$ cat src/rtl/uart_pkg.sv
// Shared UART definitions: FSM state encoding, word-length codes and bit timing.
// Used by both the transmitter and the receiver.
package uart_pkg;

    localparam int TICKS_PER_BIT = 16;
    localparam logic [4:0] BIT_TICKS_LAST = 5'(TICKS_PER_BIT - 1);

    typedef enum logic [2:0] {
        ST_IDLE,
        ST_START,
        ST_DATA,
        ST_PARITY,
        ST_STOP
    } uart_state_t;

    typedef enum logic [1:0] {
        WLS_5 = 2'b00,
        WLS_6 = 2'b01,
        WLS_7 = 2'b10,
        WLS_8 = 2'b11
    } uart_wls_t;

    // Final tick value for the stop period: 1, 2 or (5-bit words only) 1.5 bit times.
    function automatic logic [4:0] stop_ticks_last(input logic stb, input logic [1:0] wls);
        if (!stb)
            return 5'(TICKS_PER_BIT - 1);
        else if (wls == WLS_5)
            return 5'(TICKS_PER_BIT + TICKS_PER_BIT / 2 - 1);
        else
            return 5'(2 * TICKS_PER_BIT - 1);
    endfunction

endpackage

$ cat src/rtl/uart_tx_if.sv
// FIFO-head handshake between the TX FIFO (master) and the transmitter (slave).
interface uart_tx_if;
    logic       fifo_empty;
    logic [7:0] din;
    logic       pop;

    modport master (output fifo_empty, output din, input pop);
    modport slave  (input fifo_empty, input din, output pop);
endinterface

$ cat src/rtl/uart_tx_parity.sv
// Combinational parity over the 5..8 active data bits; shared with receive-side checking.
module uart_tx_parity
    import uart_pkg::*;
(
    input  logic [7:0] data,
    input  logic [1:0] wls,
    input  logic       eps,
    input  logic       sticky_parity,
    output logic       parity
);

    logic [7:0] masked;

    for (genvar gi = 0; gi < 8; gi++) begin : g_mask
        assign masked[gi] = data[gi] && (int'(wls) + 5 > gi);
    end

    always_comb begin
        case ({sticky_parity, eps})
            2'b00:   parity = ~^masked;
            2'b01:   parity = ^masked;
            2'b10:   parity = 1'b1;
            default: parity = 1'b0;
        endcase
    end

endmodule

$ cat src/rtl/uart_tx.sv
// UART transmitter: frames FIFO bytes at 16 baud pulses per bit (start, data, parity, stop).
// Optional macro UART_TX_BREAK_EN lets set_break hold the line low.
module uart_tx
    import uart_pkg::*;
(
    input  logic       clk,
    input  logic       rst_n,
    input  logic       baud_pulse,
    uart_tx_if.slave   fifo,
    input  logic [1:0] wls,
    input  logic       stb,
    input  logic       pen,
    input  logic       eps,
    input  logic       sticky_parity,
    input  logic       set_break,
    output logic       tx,
    output logic       temt
);

    uart_state_t state_reg, state_next;
    logic [4:0]  tick_reg, tick_next;
    logic [2:0]  bitcnt_reg, bitcnt_next;
    logic [7:0]  shift_reg, shift_next;
    logic        parity_reg, parity_next;
    logic [1:0]  wls_reg, wls_next;
    logic        stb_reg, stb_next;
    logic        pen_reg, pen_next;
    logic        parity_calc;
    logic        pop_next;
    logic        line;

    uart_tx_parity parity_gen (
        .data          (fifo.din),
        .wls           (wls),
        .eps           (eps),
        .sticky_parity (sticky_parity),
        .parity        (parity_calc)
    );

    always_ff @(posedge clk or negedge rst_n) begin
        if (!rst_n) begin
            state_reg  <= ST_IDLE;
            tick_reg   <= '0;
            bitcnt_reg <= '0;
            shift_reg  <= '0;
            parity_reg <= 1'b0;
            wls_reg    <= '0;
            stb_reg    <= 1'b0;
            pen_reg    <= 1'b0;
        end else begin
            state_reg  <= state_next;
            tick_reg   <= tick_next;
            bitcnt_reg <= bitcnt_next;
            shift_reg  <= shift_next;
            parity_reg <= parity_next;
            wls_reg    <= wls_next;
            stb_reg    <= stb_next;
            pen_reg    <= pen_next;
        end
    end

    always_comb begin
        state_next  = state_reg;
        tick_next   = tick_reg;
        bitcnt_next = bitcnt_reg;
        shift_next  = shift_reg;
        parity_next = parity_reg;
        wls_next    = wls_reg;
        stb_next    = stb_reg;
        pen_next    = pen_reg;
        pop_next    = 1'b0;

        if (baud_pulse) begin
            case (state_reg)
                ST_IDLE: begin
                    // Frame configuration and parity are captured here and frozen for the frame.
                    if (!fifo.fifo_empty) begin
                        pop_next    = 1'b1;
                        shift_next  = fifo.din;
                        parity_next = parity_calc;
                        wls_next    = wls;
                        stb_next    = stb;
                        pen_next    = pen;
                        bitcnt_next = 3'd4 + 3'(wls);
                        tick_next   = BIT_TICKS_LAST;
                        state_next  = ST_START;
                    end
                end
                ST_START: begin
                    if (tick_reg == 5'd0) begin
                        tick_next  = BIT_TICKS_LAST;
                        state_next = ST_DATA;
                    end else begin
                        tick_next = tick_reg - 5'd1;
                    end
                end
                ST_DATA: begin
                    if (tick_reg == 5'd0) begin
                        tick_next  = BIT_TICKS_LAST;
                        shift_next = shift_reg >> 1;
                        if (bitcnt_reg == 3'd0) begin
                            if (pen_reg) begin
                                state_next = ST_PARITY;
                            end else begin
                                state_next = ST_STOP;
                                tick_next  = stop_ticks_last(stb_reg, wls_reg);
                            end
                        end else begin
                            bitcnt_next = bitcnt_reg - 3'd1;
                        end
                    end else begin
                        tick_next = tick_reg - 5'd1;
                    end
                end
                ST_PARITY: begin
                    if (tick_reg == 5'd0) begin
                        state_next = ST_STOP;
                        tick_next  = stop_ticks_last(stb_reg, wls_reg);
                    end else begin
                        tick_next = tick_reg - 5'd1;
                    end
                end
                ST_STOP: begin
                    if (tick_reg == 5'd0) begin
                        state_next = ST_IDLE;
                    end else begin
                        tick_next = tick_reg - 5'd1;
                    end
                end
                default: state_next = ST_IDLE;
            endcase
        end
    end

    always_comb begin
        case (state_reg)
            ST_START:  line = 1'b0;
            ST_DATA:   line = shift_reg[0];
            ST_PARITY: line = parity_reg;
            default:   line = 1'b1;
        endcase
    end

    assign fifo.pop = pop_next;
    assign temt     = (state_reg == ST_IDLE);

`ifdef UART_TX_BREAK_EN
    // Break overrides only the pin; the frame keeps its normal timing underneath.
    assign tx = line & ~set_break;
`else
    logic unused_set_break;
    assign unused_set_break = set_break;
    assign tx = line;
`endif

endmodule

$ cat src/flat_wrapper.sv
// flat-port wrapper written by rule: the top's interface ports become plain ports
module uart_tx_flat import uart_pkg::*;
  (clk, rst_n, baud_pulse, wls, stb, pen, eps, sticky_parity, set_break, tx, temt, fifo_fifo_empty, fifo_din, fifo_pop);
  uart_tx_if fifo_i ();
  input  logic clk;
  input  logic rst_n;
  input  logic baud_pulse;
  input  logic [1:0] wls;
  input  logic stb;
  input  logic pen;
  input  logic eps;
  input  logic sticky_parity;
  input  logic set_break;
  output logic tx;
  output logic temt;
  input wire logic [$bits(fifo_i.fifo_empty)-1:0] fifo_fifo_empty;
  input wire logic [$bits(fifo_i.din)-1:0] fifo_din;
  output wire logic [$bits(fifo_i.pop)-1:0] fifo_pop;
  assign fifo_i.fifo_empty = fifo_fifo_empty;
  assign fifo_i.din = fifo_din;
  assign fifo_pop = fifo_i.pop;
  uart_tx u_core (.clk(clk), .rst_n(rst_n), .baud_pulse(baud_pulse), .fifo(fifo_i), .wls(wls), .stb(stb), .pen(pen), .eps(eps), .sticky_parity(sticky_parity), .set_break(set_break), .tx(tx), .temt(temt));
endmodule
$ cat config.mk
export PLATFORM = sky130hd
export DESIGN_NAME = uart_tx_flat
export DESIGN_NICKNAME = d
export VERILOG_FILES = /design/src/rtl/uart_pkg.sv /design/src/rtl/uart_tx_if.sv /design/src/rtl/uart_tx_parity.sv /design/src/rtl/uart_tx.sv /design/src/flat_wrapper.sv
export SDC_FILE = /design/constraint.sdc
export NUM_CORES = 1
export LEC_CHECK = 0
export BUFFER_PORTS_ARGS = -buffer_cell sky130_fd_sc_hd__buf_2
export CAP_MARGIN = 20
export CORE_MARGIN = 2
export CORE_UTILIZATION = 40
export DETAILED_ROUTE_END_ITERATION = 16
export GPL_TIMING_DRIVEN = 0
export HOLD_SLACK_MARGIN = 0.02
export SLEW_MARGIN = 25
export SYNTH_ARGS = -nofsm -noshare
export SYNTH_HDL_FRONTEND = slang
export SYNTH_HIERARCHICAL = 1
export SYNTH_SLANG_ARGS = --single-unit
export TNS_END_PERCENT = 50
$ cat constraint.sdc
create_clock -name clk -period 4.4 [get_ports clk]
set_input_delay 0.22 -clock clk [delete_from_list [all_inputs] [get_ports clk]]
set_output_delay 0.22 -clock clk [all_outputs]
set_load 0.01 [all_outputs]
==> out/metrics.cfg, run 1 <==
[worst_setup_path]
worstPathMaxFanout = 9
worstPathRequired_ps = 4180
start_kind = register
timing_worst_setup_path_type = register to primary output
critPathCaptureType = primary output
arrival_time_reported_for_the_critical_path_endpoint_ps = 2070
timing.reg2reg.setup_slack_ps = 2160

[layout]
multi_input_area_um2 = 861
antenna-diode-count = 0
largest_register_ffs = 8
instances_no_fill = 223
num-fill-cells = 358
seq_area_um2 = 601
nets = 198
areaGrowthSynthToFinish_pct = 15.3
layout-drive-gt1-share_pct = 27.4

[drt]
mean_number_of_vias_per_cell = 5.57
post-route-drc-count = 0
post_drt_wl_per_cell_um = 14.8
routed_wl_mm = 3.30
drtAntennaViolNets = 0
first_pass_iters = 4
drt_iter0_drc = 105
detailroute.via_count = 1243

[synth]
synth.distinct_cells = 52
ys.warnings.count = 6
synth_edf_count = 0
synth_cell_area_um2 = 1580
syn_area_per_cell_um2 = 10.5
synthesis.instances = 150
yosys_register_bits = 24
synth_async_sr_flop_share_pct = 100
main_synth_ff_type = dfrtp_1
seq_area_frac_synth_pct = 38.1
mappedNetlistNets = 172

[power]
comb_power_share_pct = 48.8
ir_drop_v = 0.000257
power.density_cell_area_nw_per_um2 = 647
clkPwrFrac_pct = 16.5
power.share.switching_pct = 37.6
seq_power_share_pct = 34.7
leakage_power_nw = 0.830
power_switching_w = 0.000443
internal-power_w = 0.000734

[sta]
relSlewSlack_pct = 52.8
fmaxAchievable_mhz = 437
rsz_0062_raised_after_global_routing = no
setup_viol = 0
hold_viol_final = 0
worst_setup_skew_after_layout_ps = 4.05
post-route-worst-setup-slack_ps = 2110
maxSlewViolCount = 0
setup_tns_ps = 0
timing_worst_slew_pin_value_ps = 705
final_period_minus_worst_setup_slack_ps = 2290
final_min_period_over_clock_period_pct = 52.0

[placement]
place_congestion = 0.830
detailed_place_hpwl_mm = 2.53
dp_slack_ps = 2210
io_buffer_count = 20
dp.cells = 218

[clocking]
cts.clk_slew.worst_paths_ps = 90
tritoncts_clock_tree = yes
cts-htree-levels = 1
cts.path.max_buffers = 2
cts.root.buffer_cell = clkbuf_8
cts-buffers-inserted = 3
clock_sinks = 24
count_of_buffers_added_by_post_cts_timing_repair_for_setup = 0
cts-resized-gates = 0
clk-insertion-delay-late_ps = 270

[grt]
gr-usage-all-layers_pct = 17.1
wire_length_of_the_first_global_routing_pass_mm = 5.73
antenna_found_initial = 0
grt_start_max_net_pins = 25
grt.overflow.total = 0
grt_pass1_vias = 1240

[hold_path]
hp-class = input pin to register

[floorplanning]
dieHeight_um = 66.8
floorplan.die.width_um = 66.8
placement_rows = 22
initial_core_util_pct = 42.5
io-pin-count = 22
core_region_area_um2 = 3720
dieArea_um2 = 4460

[status]
run_status = completed

[run]
max_cap_viol_count = 0

## synthesized netlist by cell type, types with 2 or more instances
library cell   n  area, µm²
nor3_1         2       10.0
nand2b_1       3       18.8
nor2_1        12       45.0
buf_6          3       33.8
inv_1          9       33.8
a311o_1        3       30.0
nand4_1        2       12.5
xor2_1         3       26.3
nand3_1        2       10.0
a21o_1         2       15.0
a22o_1         2       17.5
buf_2          2       10.0
or4b_4         2       27.5
o21ai_0        3       15.0
mux2i_1        7       70.1
nor2b_1        2       12.5
a21oi_1       13       65.1
clkbuf_8       2       27.5
nand2_1        5       18.8
o21ai_1        2       10.0
ha_1           3       37.5
mux2_4         5       75.1
dfrtp_1       24        601
a31oi_1        7       43.8
o2bb2ai_1      3       26.3
## per-stage QoR
step                      hold slack (ps)  utilization [%]  total power (W)  area (µm²)
after global routing                  179             49.0          0.00128        1820
after global placement                233             46.8         0.000958        1740
after floorplan                     -75.6                -         0.000850        1580
after CTS                             179             49.0          0.00118        1820
final                                 179             49.0          0.00118        1820
after detailed placement              235             46.8         0.000990        1740
## critical path: stages, from the launching register on
cell,delay (ps)
dfrtp_1,380
buf_6,130
or2_1,210
buf_2,160
nor4b_4,660
buf_2,250
## cells by family after synthesis
kind of cell    count (synthesis)  synth area share, %
compound gates                 47                 21.8
xor+xnor                        6                 4.68
fa+ha+maj                       4                 3.01
buf+inv                        18                 7.37
flops                          24                 38.1
mux                            12                 9.20
simple gates                   39                 15.9
## power groups by stage
stage | logic (W) | registers, W | clock network, W
finish | 0.000574 | 0.000408 | 0.000194
global route | 0.000643 | 0.000428 | 0.000209
CTS | 0.000581 | 0.000408 | 0.000196
detailed placement | 0.000578 | 0.000412 | 0
global placement | 0.000555 | 0.000403 | 0
floorplan | 0.000462 | 0.000388 | 0
## cell usage in the layout, fill, tap and decap left out, drive strengths merged, types with 2 or more instances in the layout
cell	n
buf	26
dfrtp	24
a21oi	13
nor2	12
inv	9
a31oi	7
mux2i	7
clkbuf	6
o21ai	6
nand2	5
mux2	5
a311o	3
o2bb2ai	3
nand2b	3
ha	3
xor2	3
a22o	3
or4b	2
nand4	2
nand3	2
a21o	2
nor3	2
nor2b	2
a41o	2
or2	2
nor4b	2
xnor2	2
## what timing repair did
action                                 in CTS  in global routing
endpoints found under the hold margin      24                  0
setup endpoints to repair                   0                  0
hold buffers                                1                  0
## layout make-up
class,instances,area share (%)
inverters,9,1.86
repair buffers,21,6.05
multi-input cells,108,47.3
flip-flops and latches,24,33.0
well taps,48,3.30
clock buffers,3,2.27
plain buffers,9,4.54
clock inverters,1,1.65
## worst paths after layout
kind                                                 startpoint                          endpoint  depth (start not counted)
worst min register to register   u_core/tick_reg[0]$_DFFE_PN0P_    u_core/tick_reg[0]$_DFFE_PN0P_                          1
worst min-delay path                                        pen        u_core/pen_reg$_DFFE_PN0P_                          2
max in group asynchronous                                 rst_n  u_core/bitcnt_reg[0]$_DFFE_PN0P_                          2
min in group asynchronous                                 rst_n   u_core/state_reg[2]$_DFFE_PN0P_                          2
worst max-delay path            u_core/state_reg[0]$_DFFE_PN0P_                          fifo_pop                          5
worst max register to register   u_core/tick_reg[0]$_DFFE_PN0P_  u_core/bitcnt_reg[1]$_DFFE_PN0P_                          7
## metal layers
| metal | vias to the layer above | track usage, % | routed length [µm] |
|---|---|---|---|
| li1 | 602 | - | - |
| met5 | - | 0 | 0 |
| met2 | 31 | 30.5 | 1700 |
| met3 | 4 | 2.87 | 162 |
| met4 | 0 | 5.61 | 31 |
| met1 | 606 | 20.8 | 1400 |
Note: power is estimated with default switching activity, not from simulation.
==> run 2, diff against run 1 <==
- ABC_AREA: default -> 1
- clock period: 4.4 -> 2.2 ns (I/O delays scaled with it)
==> out/metrics.cfg, run 2 <==
[drt]
post-route-drc-count = 0  ; unchanged
drtAntennaViolNets = 0  ; unchanged
drt_iter0_drc = 97  ; -7.6%
first_pass_iters = 4  ; unchanged
routed_wl_mm = 3.36  ; +1.9%
post_drt_wl_per_cell_um = 11.6  ; -21%
detailroute.via_count = 1391  ; +12%
mean_number_of_vias_per_cell = 4.81  ; -14%

[synth]
synth_cell_area_um2 = 1610  ; +1.7%
synth_async_sr_flop_share_pct = 100  ; unchanged
seq_area_frac_synth_pct = 37.4  ; -0.65 points
most_used_standard_cell_by_instance_count_after_synthesis = nand2_1
synth_edf_count = 0  ; unchanged
netlist_top_cells_count = nand2_1 (58), inv_1 (29), nor2_1 (27)
netlist.top_cell.by_area = dfrtp_1
yosys_register_bits = 24  ; unchanged
mappedNetlistNets = 236  ; +37%
synthesis.instances = 214  ; +43%
cells_taking_the_most_area_after_synthesis = dfrtp_1 (37%), nand2_1 (14%), inv_1 (6.8%)
ys.warnings.count = 6  ; unchanged
main_synth_ff_type = dfrtp_1
synth.distinct_cells = 32  ; -38%
syn_area_per_cell_um2 = 7.50  ; -29%
post-synth-top-area-fraction_pct = 37.4  ; -0.65 points

[placement]
io_buffer_count = 20  ; unchanged
placement.cell_area_um2 = 1770  ; +1.7%
detailed_place_hpwl_mm = 2.58  ; +1.8%
place_congestion = 0.775  ; -6.6%

[sta]
setup_tns_ps = 0  ; unchanged
fmaxAchievable_mhz = 496
relSlewSlack_pct = 62.9  ; +10 points
rsz_0062_raised_after_global_routing = no
timing_worst_slew_pin_value_ps = 557  ; -148 ps
final_period_minus_worst_setup_slack_ps = 2020
worst_setup_skew_after_layout_ps = 4.67  ; +0.626 ps
final_min_period_over_clock_period_pct = 91.7
setup_viol = 0  ; unchanged
maxSlewViolCount = 0  ; unchanged
hold_viol_final = 0  ; unchanged

[grt]
grt_pass1_vias = 1354  ; +9.2%
gr-usage-all-layers_pct = 17.7  ; +0.63 points
grt.overflow.total = 0  ; unchanged
wire_length_of_the_first_global_routing_pass_mm = 6.13  ; +7.0%
grt_start_max_net_pins = 25  ; unchanged
antenna_found_initial = 0  ; unchanged

[floorplanning]
dieHeight_um = 67.4  ; +0.82%
placement_rows = 23  ; +4.5%
io-pin-count = 22  ; unchanged
floorplan.die.width_um = 67.4  ; +0.82%
initial_core_util_pct = 40.7  ; -1.7 points
dieArea_um2 = 4540  ; +1.6%
core_region_area_um2 = 3940  ; +6.1%

[clocking]
cts_hold_buf = 1  ; unchanged
cts.path.max_buffers = 2  ; unchanged
clk-insertion-delay-late_ps = 270  ; about the same
clock_sinks = 24  ; unchanged
cts-buffers-inserted = 3  ; unchanged
cts-htree-levels = 1  ; unchanged
count_of_buffers_added_by_post_cts_timing_repair_for_setup = 0  ; unchanged
cts.clk_slew.worst_paths_ps = 90  ; about the same
cts-resized-gates = 0  ; unchanged
cts.root.buffer_cell = clkbuf_8
tritoncts_clock_tree = yes

[layout]
antenna-diode-count = 0  ; unchanged
most_common_library_cell_in_the_layout_ignoring_fill_and_taps = nand2_1
layout-drive-gt1-share_pct = 21.3  ; -6.1 points
nets = 262  ; +32%
num-fill-cells = 402  ; +12%
largest_register_ffs = 8  ; unchanged
areaGrowthSynthToFinish_pct = 15.2  ; about the same
mostFrequentLayoutCells = nand2_1 (58), inv_1 (29), nor2_1 (27)
fin_area_um2 = 1850  ; +1.7%

[worst_setup_path]
cp_num_buf_inv = 3  ; unchanged
worstPathRequired_ps = 2090  ; -2090 ps
arrival_time_reported_for_the_critical_path_endpoint_ps = 1910  ; -160 ps
timing_worst_setup_path_type = register to primary output
worstPathMaxFanout = 10  ; +1
crit_path_top_delay_cell = dfrtp_1
cp_top_family = simple AND/OR/NAND/NOR gates
cpPeakStageDelay_ps = 400  ; -260 ps
timing.critical_path.cells = inv_1 > ha_1 > nand3_2 > a21boi_2 > nand2_4 > nor2_4 > buf_6 > buf_2
critPathCaptureType = primary output
start_kind = register

[power]
power.density_cell_area_nw_per_um2 = 1210  ; +87%
leakage_power_nw = 0.949  ; +14%
ir_drop_v = 0.000386  ; +50%
totalPowerFinal_w = 0.00223  ; +90%

[status]
run_status = completed

[hold_path]
hp-class = input pin to register

[run]
max_cap_viol_count = 0  ; unchanged

run 2: changes by cell type in the layout (fill, tap and decap cells not counted), sizes merged, moves of 5 or more:
| cell | previous run | this run |
|---|---|---|
| nand2 | 5 | 63 |
| inv | 9 | 31 |
| nor2 | 12 | 30 |
| nand3 | 2 | 17 |
| o21ai | 6 | 17 |
| a21oi | 13 | 4 |
| mux2i | 7 | 0 |
| a31oi | 7 | 1 |
| o31ai | 1 | 7 |
| mux2 | 5 | 0 |
run 2: layer usage:
metal / up-vias / GRT usage (%) / wire (µm)
met5: - / 0 / 0
met4: 0 / 5.36 / 33
met3: 4 / 2.50 / 104
met2: 23 / 27.8 / 1480
met1: 632 / 25.3 / 1740
li1: 732 / - / -
run 2: path summary, 6_finish.rpt:
path / from / cells after the start / to / slack, ps
hold reg to reg: u_core/tick_reg[0]$_DFFE_PN0P_ / 1 / u_core/tick_reg[0]$_DFFE_PN0P_ / 480
hold / removal: stb / 3 / u_core/stb_reg$_DFFE_PN0P_ / 50
setup / recovery: u_core/tick_reg[0]$_DFFE_PN0P_ / 8 / fifo_pop / 180
max in group asynchronous: rst_n / 2 / u_core/tick_reg[4]$_DFFE_PN0P_ / 1470
min in group asynchronous: rst_n / 2 / u_core/shift_reg[3]$_DFFE_PN0P_ / 350
setup reg to reg: u_core/tick_reg[0]$_DFFE_PN0P_ / 9 / u_core/pen_reg$_DFFE_PN0P_ / 490
run 2: kinds of logic (layout without fill, tap and decap cells):
family	count (synthesis)	count (layout)	synth area share [%]
and+or+nand+nor	112	112	31.2
adders and majority gates	3	3	2.34
AOI/OAI and AO/OA	35	35	16.5
DFF	24	24	37.4
buffers and inverters	35	60	9.82
xor gates and xnor gates	5	5	2.73
run 2: worst reg2reg max path: stages, from the launching register on:
cell      delay [ps]
dfrtp_1          400
inv_1             90
ha_1             210
nand3_2          180
a21boi_2         210
nand2_4          130
nor2_4           120
buf_6            150
nand2_1           90
o21ai_2           60
run 2: power by group:
part | switching (W) | leakage (nW) | total [W] | internal, W
Combinational | 0.000649 | 0.623 | 0.00106 | 0.000413
Clock | 0.000148 | 0.0357 | 0.000391 | 0.000243
Sequential | 0.000139 | 0.290 | 0.000777 | 0.000637
Total | 0.000937 | 0.949 | 0.00223 | 0.00129
run 2: stage by stage:
step	setup slack (ps)	hold WS [ps]	instances	util (%)
6_report	183	50.6	289	46.9
5_1_grt	14.6	64.6	289	46.9
4_1_cts	176	49.1	289	46.9
3_5_place_dp	483	143	284	44.8
3_3_place_gp	468	138	284	44.8
2_1_floorplan	684	-186	214	-
run 2: final cells by class:
type	count	area, µm²	area share [%]
plain buffers	4	38.8	2.10
clock buffers	3	41.3	2.23
clock inverters	1	30.0	1.62
inverters	31	119	6.43
multi-input cells	155	847	45.8
flip-flops and latches	24	601	32.5
well taps	50	62.6	3.38
repair buffers	21	110	5.95
==> run 3, diff against run 2 <==
- MAX_ROUTING_LAYER: default -> met4
- PLACE_DENSITY_LB_ADDON: default -> 0.15
==> out/metrics.cfg, run 3 (synthesis results as in run 2) <==
[hold_path]
hp-class = input pin to register

[power]
ir_drop_v = 0.000345  ; -11%
power.share.switching_pct = 42.0  ; about the same
comb_power_share_pct = 47.7  ; about the same
power_switching_w = 0.000938  ; about the same
seq_power_share_pct = 35.0  ; +0.2 points
leakage_power_nw = 0.949  ; unchanged
power.density_cell_area_nw_per_um2 = 1210  ; about the same
totalPowerFinal_w = 0.00223  ; about the same
internal-power_w = 0.00129  ; about the same
clkPwrFrac_pct = 17.3  ; -0.2 points

[clocking]
tritoncts_clock_tree = yes
cts-htree-levels = 1  ; unchanged
cts-resized-gates = 0  ; unchanged
clock_sinks = 24  ; unchanged
cts-buffers-inserted = 3  ; unchanged
cts.root.buffer_cell = clkbuf_8
clk-insertion-delay-late_ps = 270  ; about the same
cts.path.max_buffers = 2  ; unchanged
cts.clk_slew.worst_paths_ps = 90  ; about the same

[sta]
relSlewSlack_pct = 63.6  ; +0.71 points
hold_viol_final = 0  ; unchanged
rsz_0062_raised_after_global_routing = no
fin_hold_ws_ps = 58.0  ; +7.36 ps
worst_setup_skew_after_layout_ps = 7.33  ; +2.65 ps
fmaxAchievable_mhz = 497  ; +0.25%
setup_viol = 0  ; unchanged
setup_tns_ps = 0  ; unchanged
maxSlewViolCount = 0  ; unchanged
timing_worst_slew_pin_value_ps = 546  ; -10.7 ps
final_min_period_over_clock_period_pct = 91.5  ; -0.23 points
final_period_minus_worst_setup_slack_ps = 2010  ; -4.98 ps

[floorplanning]
dieHeight_um = 67.4  ; unchanged
placement_rows = 23  ; unchanged
core_region_area_um2 = 3940  ; unchanged
floorplan.die.width_um = 67.4  ; unchanged
io-pin-count = 22  ; unchanged
dieArea_um2 = 4540  ; unchanged
initial_core_util_pct = 40.7  ; unchanged

[worst_setup_path]
worstPathMaxFanout = 10  ; unchanged
worstPathRequired_ps = 2090  ; about the same
timing_worst_setup_path_type = register to primary output
critPathCaptureType = primary output
start_kind = register
arrival_time_reported_for_the_critical_path_endpoint_ps = 1900  ; about the same

[grt]
gr-usage-all-layers_pct = 18.1  ; +0.32 points
grt_pass1_vias = 1338  ; -1.2%
wire_length_of_the_first_global_routing_pass_mm = 6.07  ; -1.0%
grt.overflow.total = 0  ; unchanged
antenna_found_initial = 0  ; unchanged
grt_start_max_net_pins = 25  ; unchanged

[placement]
detailed_place_hpwl_mm = 2.61  ; +1.3%
io_buffer_count = 20  ; unchanged
place_congestion = 0.740  ; -4.4%

[layout]
layout-drive-gt1-share_pct = 21.3  ; unchanged
largest_register_ffs = 8  ; unchanged
antenna-diode-count = 0  ; unchanged
mostFrequentLayoutCells = nand2_1 (58), inv_1 (29), nor2_1 (27)
fin_util_pct = 46.9  ; unchanged
areaGrowthSynthToFinish_pct = 15.2  ; unchanged
nets = 262  ; unchanged
most_common_library_cell_in_the_layout_ignoring_fill_and_taps = nand2_1

[status]
run_status = completed

[drt]
mean_number_of_vias_per_cell = 4.89  ; +1.5%
drtAntennaViolNets = 0  ; unchanged
detailroute.via_count = 1412  ; +1.5%
routed_wl_mm = 3.36  ; about the same
post-route-drc-count = 0  ; unchanged
post_drt_wl_per_cell_um = 11.6  ; about the same
first_pass_iters = 4  ; unchanged
drt_iter0_drc = 96  ; -1.0%

[run]
max_cap_viol_count = 0  ; unchanged

## run 3: cell counts in the layout (fill, tap and decap cells not counted)
Identical to the previous run, type by type.
## run 3: stage by stage
| step | setup slack (ps) | area [µm²] | std cells |
|---|---|---|---|
| finish | 188 | 1850 | 289 |
| CTS | 166 | 1850 | 289 |
| detailed placement | 472 | 1770 | 284 |
| floorplan | 684 | 1610 | 214 |
| global route | 43.9 | 1850 | 289 |
| global placement | 469 | 1770 | 284 |
## run 3: critical path, cell delays in order (launching register included)
cell and delay (ps):
dfrtp_1 400, inv_1 90, ha_1 220, nand3_2 170, a21boi_2 200, nand2_4 130, nor2_4 120, buf_6 150
buf_2 140
## run 3: metal layers
layer	share of wire, %	GRT usage, %
met5	0	-
met4	0.95	4.59
met3	3.2	2.67
met2	46	28.7
met1	49	24.2
## run 3: power groups by stage
stage	clock, W	sequential [W]	combinational (W)
global route	0.000422	0.000810	0.00123
floorplan	0	0.000754	0.000842
CTS	0.000402	0.000780	0.00108
detailed placement	0	0.000785	0.00108
global placement	0	0.000785	0.00106
finish	0.000385	0.000782	0.00106
## run 3: layout make-up
type / instances / area [µm²]
sequential: 24 / 601
fill: 406 / 2090
buffer: 4 / 38.8
tap: 50 / 62.6
timing repair buffer: 21 / 110
inverter: 31 / 119
clock inverter: 1 / 30.0
clock buffer: 3 / 41.3
multi-input combinational: 155 / 847
## run 3: worst paths after layout
| check | start | to | slack, ps | cells after the start |
|---|---|---|---|---|
| min in group asynchronous | rst_n | u_core/state_reg[2]$_DFFE_PN0P_ | 350 | 2 |
| max reg2reg | u_core/tick_reg[0]$_DFFE_PN0P_ | u_core/wls_reg[0]$_DFFE_PN0P_ | 500 | 8 |
| min reg2reg | u_core/tick_reg[0]$_DFFE_PN0P_ | u_core/tick_reg[0]$_DFFE_PN0P_ | 490 | 1 |
| max in group asynchronous | rst_n | u_core/bitcnt_reg[2]$_DFFE_PN0P_ | 1480 | 2 |
| max | u_core/tick_reg[0]$_DFFE_PN0P_ | fifo_pop | 190 | 8 |
| min | pen | u_core/pen_reg$_DFFE_PN0P_ | 60 | 3 |
## run 3: what timing repair did
action	CTS	global route
endpoints found under the hold margin	24	0
hold buffers	1	0
setup buffers	0	0
